--- src/rtl/vga_scan_controller_pkg.sv ---
// Shared timing defaults and types for the VGA scan controller slice.
// Timing values describe 640x480@60 with a 25 MHz pixel rate.
package vga_pkg;

  localparam int unsigned DEF_H_VISIBLE = 640;
  localparam int unsigned DEF_H_FRONT   = 16;
  localparam int unsigned DEF_H_SYNC    = 96;
  localparam int unsigned DEF_H_BACK    = 48;
  localparam int unsigned DEF_V_VISIBLE = 480;
  localparam int unsigned DEF_V_FRONT   = 10;
  localparam int unsigned DEF_V_SYNC    = 2;
  localparam int unsigned DEF_V_BACK    = 33;
  localparam int unsigned DEF_CLK_DIV   = 2;

  localparam int unsigned H_TOTAL = DEF_H_VISIBLE + DEF_H_FRONT + DEF_H_SYNC + DEF_H_BACK;
  localparam int unsigned V_TOTAL = DEF_V_VISIBLE + DEF_V_FRONT + DEF_V_SYNC + DEF_V_BACK;

  typedef logic [9:0] coord_t;

  typedef struct packed {
    logic [7:0] R;
    logic [7:0] G;
    logic [7:0] B;
  } rgb_t;

  // Inclusive range test used by the sync decoders.
  function automatic logic in_range(input coord_t v, input coord_t lo, input coord_t hi);
    return (v >= lo) && (v <= hi);
  endfunction

endpackage

--- src/rtl/vga_scan_controller_if.sv ---
// Coordinate -> colour bus between the scan controller and the color mapper.
interface vga_scan_controller_if;
  import vga_pkg::*;

  // No valid/ready: ReadX/ReadY are held for a whole pixel period and the
  // mapper must return PixR/G/B combinationally within that same period;
  // the controller samples the colour on the cycle PixelTick is high.
  coord_t     ReadX;
  coord_t     ReadY;
  logic       PixelTick;
  logic       LineStart;
  logic       FrameStart;
  logic [7:0] PixR;
  logic [7:0] PixG;
  logic [7:0] PixB;

  modport master (
    output ReadX, ReadY, PixelTick, LineStart, FrameStart,
    input  PixR, PixG, PixB
  );

  modport slave (
    input  ReadX, ReadY, PixelTick, LineStart, FrameStart,
    output PixR, PixG, PixB
  );

endinterface

--- src/rtl/vga_scan_controller_tick_gen.sv ---
// Clock divider: one PixelTick per CLK_DIV system clocks plus the DAC pixel clock.
module pixel_tick_gen #(
  parameter int unsigned CLK_DIV = 2
) (
  input  logic i_clk,
  input  logic i_rst_n,
  input  logic i_enable,
  output logic o_tick,
  output logic o_vga_clk
);

  localparam int unsigned DIV_W = $clog2(CLK_DIV);
  localparam logic [DIV_W-1:0] DIV_LAST = DIV_W'(CLK_DIV - 1);
  localparam logic [DIV_W-1:0] DIV_HALF = DIV_W'(CLK_DIV / 2);

  logic [DIV_W-1:0] r_div;
  logic [DIV_W-1:0] w_div_next;
  logic             r_vga_clk;

  always_comb begin
    w_div_next = (r_div == DIV_LAST) ? '0 : r_div + 1'b1;
    if (!i_enable) w_div_next = '0;
  end

  // VGA_CLK is registered from the next divider value so it lines up with r_div.
  always_ff @(posedge i_clk or negedge i_rst_n) begin
    if (!i_rst_n) begin
      r_div     <= '0;
      r_vga_clk <= 1'b0;
    end else begin
      r_div     <= w_div_next;
      r_vga_clk <= (w_div_next >= DIV_HALF);
    end
  end

  assign o_tick    = (r_div == DIV_LAST);
  assign o_vga_clk = r_vga_clk;

endmodule

--- src/rtl/vga_scan_controller.sv ---
// VGA raster timing: pixel counters, sync/blank decode and a one-pixel-delayed
// output stage that keeps colour, HS, VS and BLANK aligned at the DAC.
module vga_scan_controller
  import vga_pkg::*;
#(
  parameter int unsigned H_VISIBLE = DEF_H_VISIBLE,
  parameter int unsigned H_FRONT   = DEF_H_FRONT,
  parameter int unsigned H_SYNC    = DEF_H_SYNC,
  parameter int unsigned H_BACK    = DEF_H_BACK,
  parameter int unsigned V_VISIBLE = DEF_V_VISIBLE,
  parameter int unsigned V_FRONT   = DEF_V_FRONT,
  parameter int unsigned V_SYNC    = DEF_V_SYNC,
  parameter int unsigned V_BACK    = DEF_V_BACK,
  parameter int unsigned CLK_DIV   = DEF_CLK_DIV
) (
  input  logic                         Clk,
  input  logic                         Reset_n,
  input  logic                         Enable,
  vga_scan_controller_if.master        pix_bus,
  output logic                         VGA_CLK,
  output logic                         VGA_HS,
  output logic                         VGA_VS,
  output logic                         VGA_BLANK_N,
  output logic                         VGA_SYNC_N,
  output logic [7:0]                   VGA_R,
  output logic [7:0]                   VGA_G,
  output logic [7:0]                   VGA_B
);

  localparam int unsigned HT = H_VISIBLE + H_FRONT + H_SYNC + H_BACK;
  localparam int unsigned VT = V_VISIBLE + V_FRONT + V_SYNC + V_BACK;

  localparam coord_t H_LAST   = coord_t'(HT - 1);
  localparam coord_t V_LAST   = coord_t'(VT - 1);
  localparam coord_t H_VIS    = coord_t'(H_VISIBLE);
  localparam coord_t V_VIS    = coord_t'(V_VISIBLE);
  localparam coord_t HS_FIRST = coord_t'(H_VISIBLE + H_FRONT);
  localparam coord_t HS_LAST  = coord_t'(H_VISIBLE + H_FRONT + H_SYNC - 1);
  localparam coord_t VS_FIRST = coord_t'(V_VISIBLE + V_FRONT);
  localparam coord_t VS_LAST  = coord_t'(V_VISIBLE + V_FRONT + V_SYNC - 1);

  logic   w_tick;
  logic   w_vga_clk;
  coord_t r_hcount;
  coord_t r_vcount;
  logic   w_hs_act;
  logic   w_vs_act;
  logic   w_visible;
  rgb_t   w_rgb;
  logic   r_hs;
  logic   r_vs;
  logic   r_blank_n;
  rgb_t   r_rgb;

  pixel_tick_gen #(
    .CLK_DIV (CLK_DIV)
  ) u_tick_gen (
    .i_clk     (Clk),
    .i_rst_n   (Reset_n),
    .i_enable  (Enable),
    .o_tick    (w_tick),
    .o_vga_clk (w_vga_clk)
  );

  always_ff @(posedge Clk or negedge Reset_n) begin
    if (!Reset_n) begin
      r_hcount <= '0;
      r_vcount <= '0;
    end else if (!Enable) begin
      r_hcount <= '0;
      r_vcount <= '0;
    end else if (w_tick) begin
      if (r_hcount == H_LAST) begin
        r_hcount <= '0;
        r_vcount <= (r_vcount == V_LAST) ? '0 : r_vcount + 1'b1;
      end else begin
        r_hcount <= r_hcount + 1'b1;
      end
    end
  end

  always_comb begin
    w_hs_act  = in_range(r_hcount, HS_FIRST, HS_LAST);
    w_vs_act  = in_range(r_vcount, VS_FIRST, VS_LAST);
    w_visible = (r_hcount < H_VIS) && (r_vcount < V_VIS);
    w_rgb     = '0;
    if (w_visible) w_rgb = '{R: pix_bus.PixR, G: pix_bus.PixG, B: pix_bus.PixB};
  end

  // Output stage samples the decode of the coordinate being consumed, so every
  // DAC-side signal trails ReadX/ReadY by exactly one pixel period.
  always_ff @(posedge Clk or negedge Reset_n) begin
    if (!Reset_n) begin
      r_hs      <= 1'b1;
      r_vs      <= 1'b1;
      r_blank_n <= 1'b0;
      r_rgb     <= '0;
    end else if (!Enable) begin
      r_hs      <= 1'b1;
      r_vs      <= 1'b1;
      r_blank_n <= 1'b0;
      r_rgb     <= '0;
    end else if (w_tick) begin
      r_hs      <= ~w_hs_act;
      r_vs      <= ~w_vs_act;
      r_blank_n <= w_visible;
      r_rgb     <= w_rgb;
    end
  end

  assign pix_bus.ReadX      = r_hcount;
  assign pix_bus.ReadY      = r_vcount;
  assign pix_bus.PixelTick  = w_tick;
  assign pix_bus.LineStart  = w_tick && (r_hcount == '0);
  assign pix_bus.FrameStart = w_tick && (r_hcount == '0) && (r_vcount == '0);

  assign VGA_CLK     = w_vga_clk;
  assign VGA_HS      = r_hs;
  assign VGA_VS      = r_vs;
  assign VGA_BLANK_N = r_blank_n;
  assign VGA_SYNC_N  = 1'b0;
  assign VGA_R       = r_rgb.R;
  assign VGA_G       = r_rgb.G;
  assign VGA_B       = r_rgb.B;

endmodule

--- src/flat_wrapper.sv ---
// flat-port wrapper written by rule: the top's interface ports become plain ports
module vga_scan_controller_flat import vga_pkg::*;
#(
  parameter int unsigned H_VISIBLE = DEF_H_VISIBLE,
  parameter int unsigned H_FRONT   = DEF_H_FRONT,
  parameter int unsigned H_SYNC    = DEF_H_SYNC,
  parameter int unsigned H_BACK    = DEF_H_BACK,
  parameter int unsigned V_VISIBLE = DEF_V_VISIBLE,
  parameter int unsigned V_FRONT   = DEF_V_FRONT,
  parameter int unsigned V_SYNC    = DEF_V_SYNC,
  parameter int unsigned V_BACK    = DEF_V_BACK,
  parameter int unsigned CLK_DIV   = DEF_CLK_DIV
)
  (Clk, Reset_n, Enable, VGA_CLK, VGA_HS, VGA_VS, VGA_BLANK_N, VGA_SYNC_N, VGA_R, VGA_G, VGA_B, pix_bus_ReadX, pix_bus_ReadY, pix_bus_PixelTick, pix_bus_LineStart, pix_bus_FrameStart, pix_bus_PixR, pix_bus_PixG, pix_bus_PixB);
  vga_scan_controller_if pix_bus_i ();
  input  logic Clk;
  input  logic Reset_n;
  input  logic Enable;
  output logic VGA_CLK;
  output logic VGA_HS;
  output logic VGA_VS;
  output logic VGA_BLANK_N;
  output logic VGA_SYNC_N;
  output logic [7:0] VGA_R;
  output logic [7:0] VGA_G;
  output logic [7:0] VGA_B;
  output wire logic [$bits(pix_bus_i.ReadX)-1:0] pix_bus_ReadX;
  output wire logic [$bits(pix_bus_i.ReadY)-1:0] pix_bus_ReadY;
  output wire logic [$bits(pix_bus_i.PixelTick)-1:0] pix_bus_PixelTick;
  output wire logic [$bits(pix_bus_i.LineStart)-1:0] pix_bus_LineStart;
  output wire logic [$bits(pix_bus_i.FrameStart)-1:0] pix_bus_FrameStart;
  input wire logic [$bits(pix_bus_i.PixR)-1:0] pix_bus_PixR;
  input wire logic [$bits(pix_bus_i.PixG)-1:0] pix_bus_PixG;
  input wire logic [$bits(pix_bus_i.PixB)-1:0] pix_bus_PixB;
  assign pix_bus_ReadX = pix_bus_i.ReadX;
  assign pix_bus_ReadY = pix_bus_i.ReadY;
  assign pix_bus_PixelTick = pix_bus_i.PixelTick;
  assign pix_bus_LineStart = pix_bus_i.LineStart;
  assign pix_bus_FrameStart = pix_bus_i.FrameStart;
  assign pix_bus_i.PixR = pix_bus_PixR;
  assign pix_bus_i.PixG = pix_bus_PixG;
  assign pix_bus_i.PixB = pix_bus_PixB;
  vga_scan_controller #(.H_VISIBLE(H_VISIBLE), .H_FRONT(H_FRONT), .H_SYNC(H_SYNC), .H_BACK(H_BACK), .V_VISIBLE(V_VISIBLE), .V_FRONT(V_FRONT), .V_SYNC(V_SYNC), .V_BACK(V_BACK), .CLK_DIV(CLK_DIV)) u_core (.Clk(Clk), .Reset_n(Reset_n), .Enable(Enable), .pix_bus(pix_bus_i), .VGA_CLK(VGA_CLK), .VGA_HS(VGA_HS), .VGA_VS(VGA_VS), .VGA_BLANK_N(VGA_BLANK_N), .VGA_SYNC_N(VGA_SYNC_N), .VGA_R(VGA_R), .VGA_G(VGA_G), .VGA_B(VGA_B));
endmodule
--- config.mk ---
export PLATFORM = sky130hd
export DESIGN_NAME = vga_scan_controller_flat
export DESIGN_NICKNAME = d
export VERILOG_FILES = /design/src/rtl/vga_scan_controller_pkg.sv /design/src/rtl/vga_scan_controller_if.sv /design/src/rtl/vga_scan_controller_tick_gen.sv /design/src/rtl/vga_scan_controller.sv /design/src/flat_wrapper.sv
export SDC_FILE = /design/constraint.sdc
export NUM_CORES = 1
export LEC_CHECK = 0
export CORE_MARGIN = 2
export CORE_UTILIZATION = 41
export DETAILED_ROUTE_END_ITERATION = 10
export GPL_ROUTABILITY_DRIVEN = 0
export GPL_TIMING_DRIVEN = 1
export HOLD_SLACK_MARGIN = 0.02
export PLACE_DENSITY = 0.76
export SLEW_MARGIN = 20
export SYNTH_ARGS = -nofsm -noshare
export SYNTH_HDL_FRONTEND = slang
export SYNTH_HIERARCHICAL = 1
export SYNTH_SLANG_ARGS = --single-unit
--- constraint.sdc ---
create_clock -name Clk -period 1.8 [get_ports Clk]
set_clock_uncertainty 0.1 [all_clocks]
set_input_delay 0.45 -clock Clk [delete_from_list [all_inputs] [get_ports Clk]]
set_output_delay 0.45 -clock Clk [all_outputs]
set_load 0.02 [all_outputs]
-- Word level (Yosys, flattened, before mapping)
Cells that the tools add are included.
- eq/ne operators: 4
- bitwise gates (word level): 2
- reductions and logical operators: 8
- muxes and demuxes: 18
- magnitude comparators: 7
- $add $sub $neg: 3
- operator list (operator ; count):
    $mux W24 ; 3
    $mux W10 ; 7
    $add A10 B1 Y10 const B ; 2
    $eq A10 B10 Y1 const B ; 2
    $logic_not A10 Y1 ; 2
    $ge A10 B10 Y1 const B ; 1
    $ge A10 B9 Y1 const B ; 1
    $le A10 B10 Y1 const B ; 1
    $le A10 B9 Y1 const B ; 1
    $lt A10 B10 Y1 const B ; 1
    $lt A10 B9 Y1 const B ; 1
    $mux W1 ; 8
    $logic_and A1 B1 Y1 ; 5
    $ne A2 B1 Y1 const B ; 2
    $not A1 Y1 ; 2
    $reduce_and A2 Y1 ; 1
    $add A1 B1 Y1 const B ; 1
    $ge A1 B1 Y1 const B ; 1
- word-level logic and storage cells: 52
- input bits: 27
- output and inout bits: 52
- flip-flop bits (word level): 49

-- Logic depth before layout (Yosys ltp)
- depth in word-level cells: 5
- depth in mapped cells: 7
- depth with buffers taken out: 6

-- Modules after synthesis
Netlist, hierarchy kept.
- by module, submodules not included (module ; seq. area each (sq um) ; area each (sq um) ; times used ; cells an instance):
    vga_scan_controller ; 1178.6 ; 2314.7 ; 1 ; 211
    pixel_tick_gen ; 25.0 ; 46.3 ; 1 ; 3

-- Worst setup path before layout
No wires, ideal clock.
- path kind: register -> output
- from: register u_core.u_tick_gen.r_div, in the netlist u_core/u_tick_gen/o_tick
- to: output pix_bus_FrameStart
- path slack: -305 ps
- buffers on the path: 1
- stages on the path, launching flop included: 5
- arrival time: 1555 ps
- required time: 1250 ps
- path through: dfrtp_1 -> clkbuf_8 -> nor2b_1 -> and4_1 -> and4_1
- word-level cells in the longest chain between the ends: 2
- RTL lines (element ; line ; RTL):
    start: declaration ; vga_scan_controller_tick_gen.sv:16 ; logic [DIV_W-1:0] r_div;
    start signal: assignment ; vga_scan_controller_tick_gen.sv:31 ; r_div <= w_div_next;
    $logic_and A1 B1 Y1 ; - ;
    via pix_bus_LineStart ; flat_wrapper.sv:30 ; output wire logic [$bits(pix_bus_i.LineStart)-1:0] pix_bus_LineStart;
    $logic_and A1 B1 Y1 ; vga_scan_controller.sv:115 ; assign pix_bus.FrameStart = w_tick && (r_hcount == '0) && (r_vcount == '0);
    end: declaration ; flat_wrapper.sv:31 ; output wire logic [$bits(pix_bus_i.FrameStart)-1:0] pix_bus_FrameStart;
The timed path passes the listed nets, and every way through them passes these cells.

-- Worst setup path in the final report
- from: register u_core.r_hcount[9], in the netlist u_core/pix_bus.ReadX[9]
- to: output pix_bus_FrameStart
- word-level cells in the longest chain between the ends: 3
- RTL lines (element ; line ; RTL):
    start: declaration ; vga_scan_controller.sv:44 ; coord_t r_hcount;
    start signal: assignment ; vga_scan_controller.sv:77 ; r_hcount <= r_hcount + 1'b1;
    $logic_not A10 Y1 ; vga_scan_controller.sv:115 ;
    $logic_and A1 B1 Y1 (2 in a row) ; vga_scan_controller.sv:115 ;
Every way passes these cells.

==> results.sh <==
export IMPL_outcome="finished with violations"
export IMPL_violations="negative setup slack"
export IMPL_cpPeakStageDelay_ps=410
export IMPL_numCtsBuffers=5
export IMPL_synthArstFlopShare_pct=100
export IMPL_busiest_layer="met2"
export IMPL_fin_crit_ps=2100
export IMPL_syn_inst=214
export IMPL_drt_initial_drc_count=220
export IMPL_path_class="flip-flop to output port"
export IMPL_path_cells="nor4_2, and4_4, and4_4, buf_6"
export IMPL_grt_pass1_vias=2160
export IMPL_grt_overflow=0
export IMPL_crit_buf_inv=1
export IMPL_p_leak_nw=1.84
export IMPL_grt_use_met2_pct=34.7
export IMPL_rsz0062_at_grt="yes"
export IMPL_fin_total_pwr_mw=2.15
export IMPL_final_area_um2=3750
export IMPL_synth_area_um2=2360
export IMPL_regToRegSetupSlack_ps=-130
export IMPL_clock_latency_ps=300
export IMPL_critPathRequiredTime_ps=1250
export IMPL_grt_use_total_pct=21.8
export IMPL_drive_gt1_share_pct=30.0
export IMPL_antenna_found_initial=0
export IMPL_die_h_um=79.9
export IMPL_timing_fmax_mhz=477
export IMPL_dp_hpwl_mm=4.82
export IMPL_pin_count=79
export IMPL_htree_num_levels=2
export IMPL_drc=0
export IMPL_seq_area_frac_synth_pct=51.0
export IMPL_ys_warn_count=6
export IMPL_die_w_um=79.9
export IMPL_fin_nets=368
export IMPL_peakVddDrop_mv=0.450
export IMPL_maxCapViolCount=0
export IMPL_setup_viol=9
export IMPL_dr_pass1_iters=4
export IMPL_use_met1_pct=29.2
export IMPL_die_area_um2=6380
export IMPL_layout_commonest_cell="dlygate4sd2_1"
export IMPL_vias=2245
export IMPL_cp_common_cell="and4_4"
export IMPL_cts_sinks=48
export IMPL_hold_class="input port to async pin"
export IMPL_period_share_pct=116
export IMPL_critPathMaxFanout=2
export IMPL_clk_pin_slew_ps=90
export IMPL_cp_slowest_cell="dfrtp_2"
export IMPL_clk_path_buf_depth=2
export IMPL_arrival_ps=1550
export IMPL_critPathTopFamily="simple AND/OR/NAND/NOR gates"
export IMPL_synthFlopType="dfrtp_1"
export IMPL_hold_violations=0
export IMPL_rows=27
export IMPL_synthesis_nets=246
export IMPL_grt_pass1_wl_mm=10.8
export IMPL_use_met3_pct=6.45
export IMPL_wire_per_inst_um=16.4
export IMPL_port_buffers=77
export IMPL_critPathLaunchType="flip-flop"
export IMPL_totalWireLength_mm=6.70
export IMPL_via_per_inst=5.49
export IMPL_critPathCaptureType="output port"
export IMPL_initial_core_util_pct=42.6
export IMPL_grt_max_degree=31
export IMPL_synth_edff_count=0
export IMPL_cts_tree="yes"
export IMPL_post_dp_cell_area_um2=3530
export IMPL_core_area_um2=5540
export IMPL_layout_setup_ws_ps=-295
export IMPL_synth_cell_type_count=49
export IMPL_p_per_area_nw_per_um2=574
export IMPL_ant_nets=0
export IMPL_synth_seq_cells=48
export IMPL_maxSlewViolCount=0
export IMPL_area_growth_syn_to_layout_pct=58.9
export IMPL_fillers=445
export IMPL_antennaDiodeCount=0
export IMPL_final_cell_mix="dlygate4sd2_1, buf_4, dfrtp_1"
export IMPL_postSynthAreaPerCell_um2=11.0
export IMPL_cts_root_buf="clkbuf_8"
==> cells by family (layout without fill, tap and decap cells) <==
family | Yosys count | count (layout) | share of synthesized area [%]
buffers and inverters | 22 | 145 | 5.67
adders and majority gates | 5 | 5 | 2.65
and+or+nand+nor | 72 | 72 | 19.4
xor gates and xnor gates | 4 | 4 | 1.48
DFF | 48 | 48 | 51.0
AOI/OAI and AO/OA | 60 | 60 | 18.8
muxes | 2 | 2 | 0.848
other | 1 | 1 | 0.159
==> worst paths after layout <==
kind / start / end / cells after the start
max: u_core/pix_bus.ReadX[9]$_DFFE_PN0P_ / pix_bus_FrameStart / 4
min: Reset_n / u_core/VGA_B[1]$_DFFE_PN0P_ / 2
max reg2reg: u_core/pix_bus.ReadX[7]$_DFFE_PN0P_ / u_core/pix_bus.ReadY[7]$_DFFE_PN0P_ / 5
min reg2reg: u_core/VGA_BLANK_N$_DFFE_PN0P_ / u_core/VGA_BLANK_N$_DFFE_PN0P_ / 1
max in group asynchronous: Reset_n / u_core/VGA_HS$_DFFE_PN1P_ / 3
min in group Clk: u_core/VGA_BLANK_N$_DFFE_PN0P_ / u_core/VGA_BLANK_N$_DFFE_PN0P_ / 1
==> flip-flops by register name (all words and copies together), names as in the netlist <==
signal and cells:
u_core/VGA_B 8, u_core/pix_bus.ReadX 10, u_core/VGA_VS 1, u_core/u_tick_gen/o_tick 1, u_core/VGA_G 8, u_core/VGA_HS 1, u_core/VGA_R 8, u_core/pix_bus.ReadY 10
u_core/VGA_BLANK_N 1
==> Yosys cell counts (all sizes together) (2+ instances only) <==
cell    count  share of area (%)
nand4      10                2.9
nand3      10                2.1
xor2        3                1.1
o31ai       3                1.2
nand2      13                2.1
buf         6                1.4
dfstp       2                2.2
inv         8                1.3
clkbuf      7                1.6
dfrtp      46                 49
and2        3               0.79
nor2b       4                1.4
a41oi       2               0.74
nor4b       4                2.1
and4        5                1.9
nor2        7                1.1
mux2i       2               0.85
and3        2               0.53
ha          5                2.6
o21ai      13                2.8
a22o       24                8.9
a21oi       7                1.5
nor3        4               0.85
or3         3               0.79
a32oi       3                1.1
nand3b      2               0.64
o211ai      2               0.64
nor4        2                1.2
nand2b      2               0.53
==> power by group <==
part / internal [mW] / switching [mW]
sequential: 1.12 / 0.0216
clock: 0.278 / 0.362
combinational: 0.189 / 0.187
==> through the flow <==
step	TNS [ps]	std cells	util, %	hold slack [ps]	setup WS, ps
floorplan	-35.5	214	-	54.4	-35.5
global placement	-7880	395	63.7	169	-443
detailed placement	-9020	395	63.7	171	-531
CTS	-1070	406	66.4	370	-313
global route	-1630	409	67.7	380	-350
finish	-1100	409	67.7	379	-295
==> timing repair <==
item,4_1_cts,5_1_grt
endpoints found under the hold margin,2,0
setup buffers,3,3
pin swaps,5,5
setup endpoints to repair,69,24
gates cloned,1,0
resized for setup,81,18
hold buffers,1,0
==> metal layers <==
metal | part of all wire (%) | vias to the layer above
met4 | 0.79 | 0
met3 | 8.4 | 8
met2 | 48 | 98
li1 | - | 1043
met5 | 0 | -
met1 | 43 | 1096
==> final cells by class <==
type | count | area, um2 | share of cell area (%)
flip-flops and latches | 48 | 1210 | 32.3
clock inverters | 3 | 22.5 | 0.600
repair buffers | 129 | 1150 | 30.7
clock buffers | 5 | 68.8 | 1.83
multi-input cells | 144 | 1180 | 31.3
inverters | 8 | 30.0 | 0.800
well taps | 72 | 90.1 | 2.40
No activity file was read; power rests on OpenSTA's default activity.
